[src/rtl/pc_gen.sv]
// rtl/pc_gen.sv - fetch-stage program counter generator with circular return-address stack
module pc_gen #(
  parameter int              XLEN       = 32,
  parameter logic [XLEN-1:0] RESET_VEC  = '0,
  parameter logic [XLEN-1:0] TRAP_VEC   = 'h80,
  parameter int              INST_BYTES = 4,
  parameter int              RAS_DEPTH  = 4
) (
  input  logic                         pc_clk,
  input  logic                         rst,
  input  logic                         stall,
  input  logic                         halt,
  input  logic                         trap_req,
  input  logic                         redirect_valid,
  input  logic [XLEN-1:0]              redirect_target,
  input  logic                         ras_push,
  input  logic [XLEN-1:0]              ras_push_addr,
  input  logic                         ret_pred,
  output logic [XLEN-1:0]              pc_out,
  output logic                         pc_valid,
  output logic [$clog2(RAS_DEPTH):0]   ras_count,
  output logic                         ras_empty
);

  localparam int PW = $clog2(RAS_DEPTH);
  localparam int CW = PW + 1;

  localparam logic [1:0] ST_BOOT = 2'd0;
  localparam logic [1:0] ST_RUN  = 2'd1;
  localparam logic [1:0] ST_HALT = 2'd2;

  logic [1:0]      state_q, state_d;
  logic [XLEN-1:0] pc_q, pc_d;
  logic            pc_valid_q, pc_valid_d;
  logic [PW-1:0]   ras_ptr_q, ras_ptr_d;
  logic [CW-1:0]   ras_count_q, ras_count_d;
  logic [XLEN-1:0] ras_mem_q [RAS_DEPTH];
  logic [XLEN-1:0] ras_mem_d [RAS_DEPTH];

  logic            do_push;
  logic            do_pop;
  logic            ras_clear;
  logic            ras_has_entry;
  logic [PW-1:0]   ptr_inc;
  logic [PW-1:0]   ptr_dec;

  assign ras_has_entry = (ras_count_q != '0);
  assign ptr_inc       = ras_ptr_q + PW'(1);
  assign ptr_dec       = ras_ptr_q - PW'(1);

  // Next-PC selection and state transitions; trap and redirect dominate halt/stall.
  always_comb begin
    state_d    = state_q;
    pc_d       = pc_q;
    pc_valid_d = pc_valid_q;
    do_push    = 1'b0;
    do_pop     = 1'b0;
    ras_clear  = 1'b0;
    case (state_q)
      ST_BOOT: begin
        state_d    = ST_RUN;
        pc_valid_d = 1'b1;
      end
      ST_RUN: begin
        if (trap_req) begin
          pc_d      = TRAP_VEC;
          ras_clear = 1'b1;
        end else if (redirect_valid) begin
          pc_d = redirect_target;
        end else if (halt) begin
          state_d    = ST_HALT;
          pc_valid_d = 1'b0;
        end else if (!stall) begin
          do_push = ras_push;
          if (ret_pred && ras_has_entry) begin
            do_pop = 1'b1;
            pc_d   = ras_mem_q[ras_ptr_q];
          end else begin
            pc_d = pc_q + XLEN'(INST_BYTES);
          end
        end
      end
      ST_HALT: begin
        if (trap_req) begin
          pc_d       = TRAP_VEC;
          ras_clear  = 1'b1;
          state_d    = ST_RUN;
          pc_valid_d = 1'b1;
        end else if (redirect_valid) begin
          pc_d       = redirect_target;
          state_d    = ST_RUN;
          pc_valid_d = 1'b1;
        end
      end
      default: begin
        state_d    = ST_BOOT;
        pc_valid_d = 1'b0;
      end
    endcase
  end

  // RAS bookkeeping: a push paired with a pop overwrites the current top in place.
  always_comb begin
    ras_ptr_d   = ras_ptr_q;
    ras_count_d = ras_count_q;
    for (int i = 0; i < RAS_DEPTH; i++) begin
      ras_mem_d[i] = ras_mem_q[i];
    end
    if (ras_clear) begin
      ras_ptr_d   = '0;
      ras_count_d = '0;
    end else if (do_push && do_pop) begin
      ras_mem_d[ras_ptr_q] = ras_push_addr;
    end else if (do_push) begin
      ras_mem_d[ptr_inc] = ras_push_addr;
      ras_ptr_d          = ptr_inc;
      if (ras_count_q != CW'(RAS_DEPTH)) begin
        ras_count_d = ras_count_q + CW'(1);
      end
    end else if (do_pop) begin
      ras_ptr_d   = ptr_dec;
      ras_count_d = ras_count_q - CW'(1);
    end
  end

  // Control and PC registers with asynchronous reset.
  always_ff @(posedge pc_clk or posedge rst) begin
    if (rst) begin
      state_q     <= ST_BOOT;
      pc_q        <= RESET_VEC;
      pc_valid_q  <= 1'b0;
      ras_ptr_q   <= '0;
      ras_count_q <= '0;
    end else begin
      state_q     <= state_d;
      pc_q        <= pc_d;
      pc_valid_q  <= pc_valid_d;
      ras_ptr_q   <= ras_ptr_d;
      ras_count_q <= ras_count_d;
    end
  end

  // RAS storage keeps its contents across reset; only pointer and count reset.
  always_ff @(posedge pc_clk) begin
    for (int i = 0; i < RAS_DEPTH; i++) begin
      ras_mem_q[i] <= ras_mem_d[i];
    end
  end

  assign pc_out    = pc_q;
  assign pc_valid  = pc_valid_q;
  assign ras_count = ras_count_q;
  assign ras_empty = !ras_has_entry;

endmodule

[config.mk]
export PLATFORM = sky130hd
export DESIGN_NAME = pc_gen
export DESIGN_NICKNAME = d
export VERILOG_FILES = /design/src/rtl/pc_gen.sv
export SDC_FILE = /design/constraint.sdc
export NUM_CORES = 1
export LEC_CHECK = 0
export CORE_MARGIN = 1.5
export CORE_UTILIZATION = 35
export CTS_CLUSTER_SIZE = 24
export DETAILED_ROUTE_END_ITERATION = 7
export GPL_ROUTABILITY_DRIVEN = 0
export HOLD_SLACK_MARGIN = 0.06
export SLEW_MARGIN = 0
export SYNTH_ARGS = -nofsm -noshare
export SYNTH_HDL_FRONTEND = slang
export SYNTH_SLANG_ARGS = --single-unit
[constraint.sdc]
create_clock -name pc_clk -period 6.1 [get_ports pc_clk]
set_clock_uncertainty 0.1 [all_clocks]
set_input_delay 1.22 -clock pc_clk [delete_from_list [all_inputs] [get_ports pc_clk]]
set_output_delay 1.22 -clock pc_clk [all_outputs]
set_load 0.01 [all_outputs]
==> flow_summary.json <==
{
  "overflow": 0,
  "layout_commonest_cell": "nor2b_1",
  "synth-seq-cells": 168,
  "track_usage_pct": 18.3,
  "final_cell_area_um2": 10800,
  "crit_start": "redirect_valid",
  "core-area_um2": 24400,
  "reg2regPathDepth": 8,
  "grt_pass1_wl_um": 35900,
  "start_util_pct": 35.7,
  "synthFlopType": "edfxtp_1",
  "peakVddDrop_uv": 232,
  "critical_path_peak_fanout": 33,
  "crit_end": "ras_mem_q[0][7]$_DFFE_PP_",
  "die_height_um": 161,
  "holdBufCountCts": 0,
  "pwr-share-seq_pct": 38.1,
  "htree_levels": 4,
  "clkSinkCount": 168,
  "synth_edf_count": 128,
  "reg2reg_slack_ns": 2.52,
  "register_area_um2": 4850,
  "insertion_delay_ns": 0.43,
  "drc": 0,
  "multi_input_area_um2": 3650,
  "critPathLaunchType": "input port",
  "wl_per_cell_um": 19.9,
  "grt_max_degree": 41,
  "cp.required_ns": 6.13,
  "antenna_found_initial": 0,
  "drtIter0Drc": 418,
  "status": "finished clean",
  "fp.dieW_um": 161,
  "vias": 6116,
  "cts_root_buf": "clkbuf_16",
  "ios": 109,
  "maxCapViolCount": 0,
  "yosysWarnings": 0,
  "end_kind": "flop",
  "crit_type": "input port to flop",
  "period_share_pct": 69.5,
  "nFillCells": 2276,
  "avgSynthCellArea_um2": 12.2,
  "netlist_area_um2": 8700,
  "intPower_mw": 2.60,
  "finalSetupViolCount": 0,
  "period_minus_slack_ns": 4.24,
  "cts_tree": "built",
  "rsz0062_at_grt": "false",
  "grt_pass1_vias": 6035,
  "numCtsBuffers": 17,
  "relSlewSlack_pct": 41.9,
  "rows": 57,
  "tightest_slew_ns": 0.872,
  "ys_seq_area_share_pct": 55.7,
  "tns_ns": 0,
  "post_cts_buffers": 0,
  "dieArea_um2": 25800,
  "ant_nets": 0,
  "nets": 899,
  "crit-reg2reg-launch": "state_q[1]$_DFFE_PP0P_",
  "slew_violations": 0,
  "portBuffers": 108,
  "drive_gt1_share_pct": 12.6,
  "syn-instance-count": 712,
  "clkTransAtPathRegs_ns": 0.07,
  "syn-num-nets": 797,
  "syn2layout_area_growth_pct": 23.6,
  "comb_power_share_pct": 36.0,
  "cts_resized": 0,
  "placed_area_um2": 10200,
  "wirelength_um": 22800,
  "drtPass1Iterations": 5,
  "arrival_ns": 4.27,
  "netSwitchingPower_mw": 1.47,
  "final_cell_mix": "nor2b_1, edfxtp_1, clkdlybuf4s50_1",
  "clk_path_buf_depth": 2,
  "antenna_cells": 0,
  "p_clk_share_pct": 25.9,
  "synth_cell_type_count": 63,
  "reg2reg_to": "ras_mem_q[0][7]$_DFFE_PP_",
  "hold_viol": 0,
  "leakagePower_nw": 3.58,
  "via_per_inst": 5.32,
  "place_hpwl_um": 15900,
  "p_sw_share_pct": 36.2,
  "max_freq_mhz": 236,
  "synthArstFlopShare_pct": 23.8,
  "hp-class": "flop to flop",
  "power.density_nw_per_um2": 379
}
==> cells by family (layout without fill, tap and decap cells) <==
kind of cell	Yosys count	after routing	synth area share [%]
mux	39	39	9.56
xor+xnor	9	9	0.906
flops	168	168	55.7
compound gates	132	132	10.2
fa+ha+maj	13	13	1.96
simple gates	293	293	18.9
buf+inv	58	172	2.86
==> power groups by stage <==
stage	Sequential, mW	Combinational [mW]	Clock [mW]
after global placement	1.57	1.45	0
after CTS	1.55	1.47	1.07
after detailed placement	1.57	1.46	0
final	1.55	1.47	1.06
after global routing	1.58	1.62	1.12
after floorplan	1.55	0.905	0
==> layout make-up <==
| type | instances | share of cell area [%] |
|---|---|---|
| inverters | 14 | 0.488 |
| well taps | 324 | 3.77 |
| clock buffers | 17 | 3.95 |
| clock inverters | 14 | 1.34 |
| repair buffers | 127 | 11.5 |
| multi-input cells | 486 | 33.9 |
| flip-flops and latches | 168 | 45.0 |
==> state kept, by name (all words and copies together) (netlist names) <==
| register | count |
|---|---|
| state_q | 2 |
| ras_ptr_q | 2 |
| pc_out | 32 |
| ras_mem_q | 128 |
| ras_count | 3 |
| pc_valid | 1 |
==> critical path, stage by stage <==
cell,delay [ns]
clkdlybuf4s50_1,0.40
buf_4,0.19
or3b_2,0.49
or3_1,0.56
mux2i_4,0.28
buf_4,0.27
nor2_2,0.56
buf_12,0.26
==> per-layer routing <==
| layer | share of wire, % | vias up | wire length (um) | global-route usage, % |
|---|---|---|---|---|
| li1 | - | 2875 | - | - |
| met1 | 46 | 2982 | 10500 | 25.9 |
| met2 | 46 | 242 | 10500 | 28.3 |
| met3 | 7.1 | 17 | 1620 | 4.57 |
| met4 | 1.0 | 0 | 238 | 4.84 |
| met5 | 0 | - | 0 | 0 |
==> synth_stat cells (all sizes together) (5+ instances only) <==
cell	count	area share (%)
a211oi	5	0.43
a21oi	27	1.6
a22oi	7	0.60
and4	7	0.76
buf	19	1.2
clkbuf	25	1.1
dfrtp	40	12
edfxtp	128	44
ha	12	1.7
inv	14	0.60
mux2i	7	1.3
mux4	32	8.3
nand2	49	2.1
nand3	14	0.81
nand4	9	0.82
nor2	42	1.8
nor2b	130	9.3
nor3	11	0.63
o211ai	8	0.69
o21ai	30	1.7
o22ai	6	0.43
o31ai	9	0.78
or4	7	0.65
xnor2	7	0.70
==> worst min-delay path by stage <==
stage / from / endpoint / slack (ns) / depth (start not counted)
2_1_floorplan: pc_out[0]$_DFFE_PP0P_ / pc_out[0]$_DFFE_PP0P_ / 0.44 / 2
3_3_place_gp: pc_valid$_DFFE_PP0P_ / pc_valid$_DFFE_PP0P_ / 0.43 / 2
3_5_place_dp: pc_valid$_DFFE_PP0P_ / pc_valid$_DFFE_PP0P_ / 0.43 / 2
4_1_cts: pc_valid$_DFFE_PP0P_ / pc_valid$_DFFE_PP0P_ / 0.45 / 2
5_1_grt: pc_valid$_DFFE_PP0P_ / pc_valid$_DFFE_PP0P_ / 0.47 / 2
6_report: pc_valid$_DFFE_PP0P_ / pc_valid$_DFFE_PP0P_ / 0.44 / 2
==> per-stage QoR <==
stage	utilization [%]	power [mW]	setup slack [ns]	cells	hold WS, ns
2_1_floorplan	-	2.45	1.52	712	0.443
3_3_place_gp	41.8	3.02	1.40	1119	0.428
3_5_place_dp	41.8	3.04	1.42	1119	0.428
4_1_cts	44.1	4.09	1.85	1150	0.449
5_1_grt	44.1	4.31	1.73	1150	0.467
6_report	44.1	4.07	1.86	1150	0.440
Power figures use the tool's default switching activity.
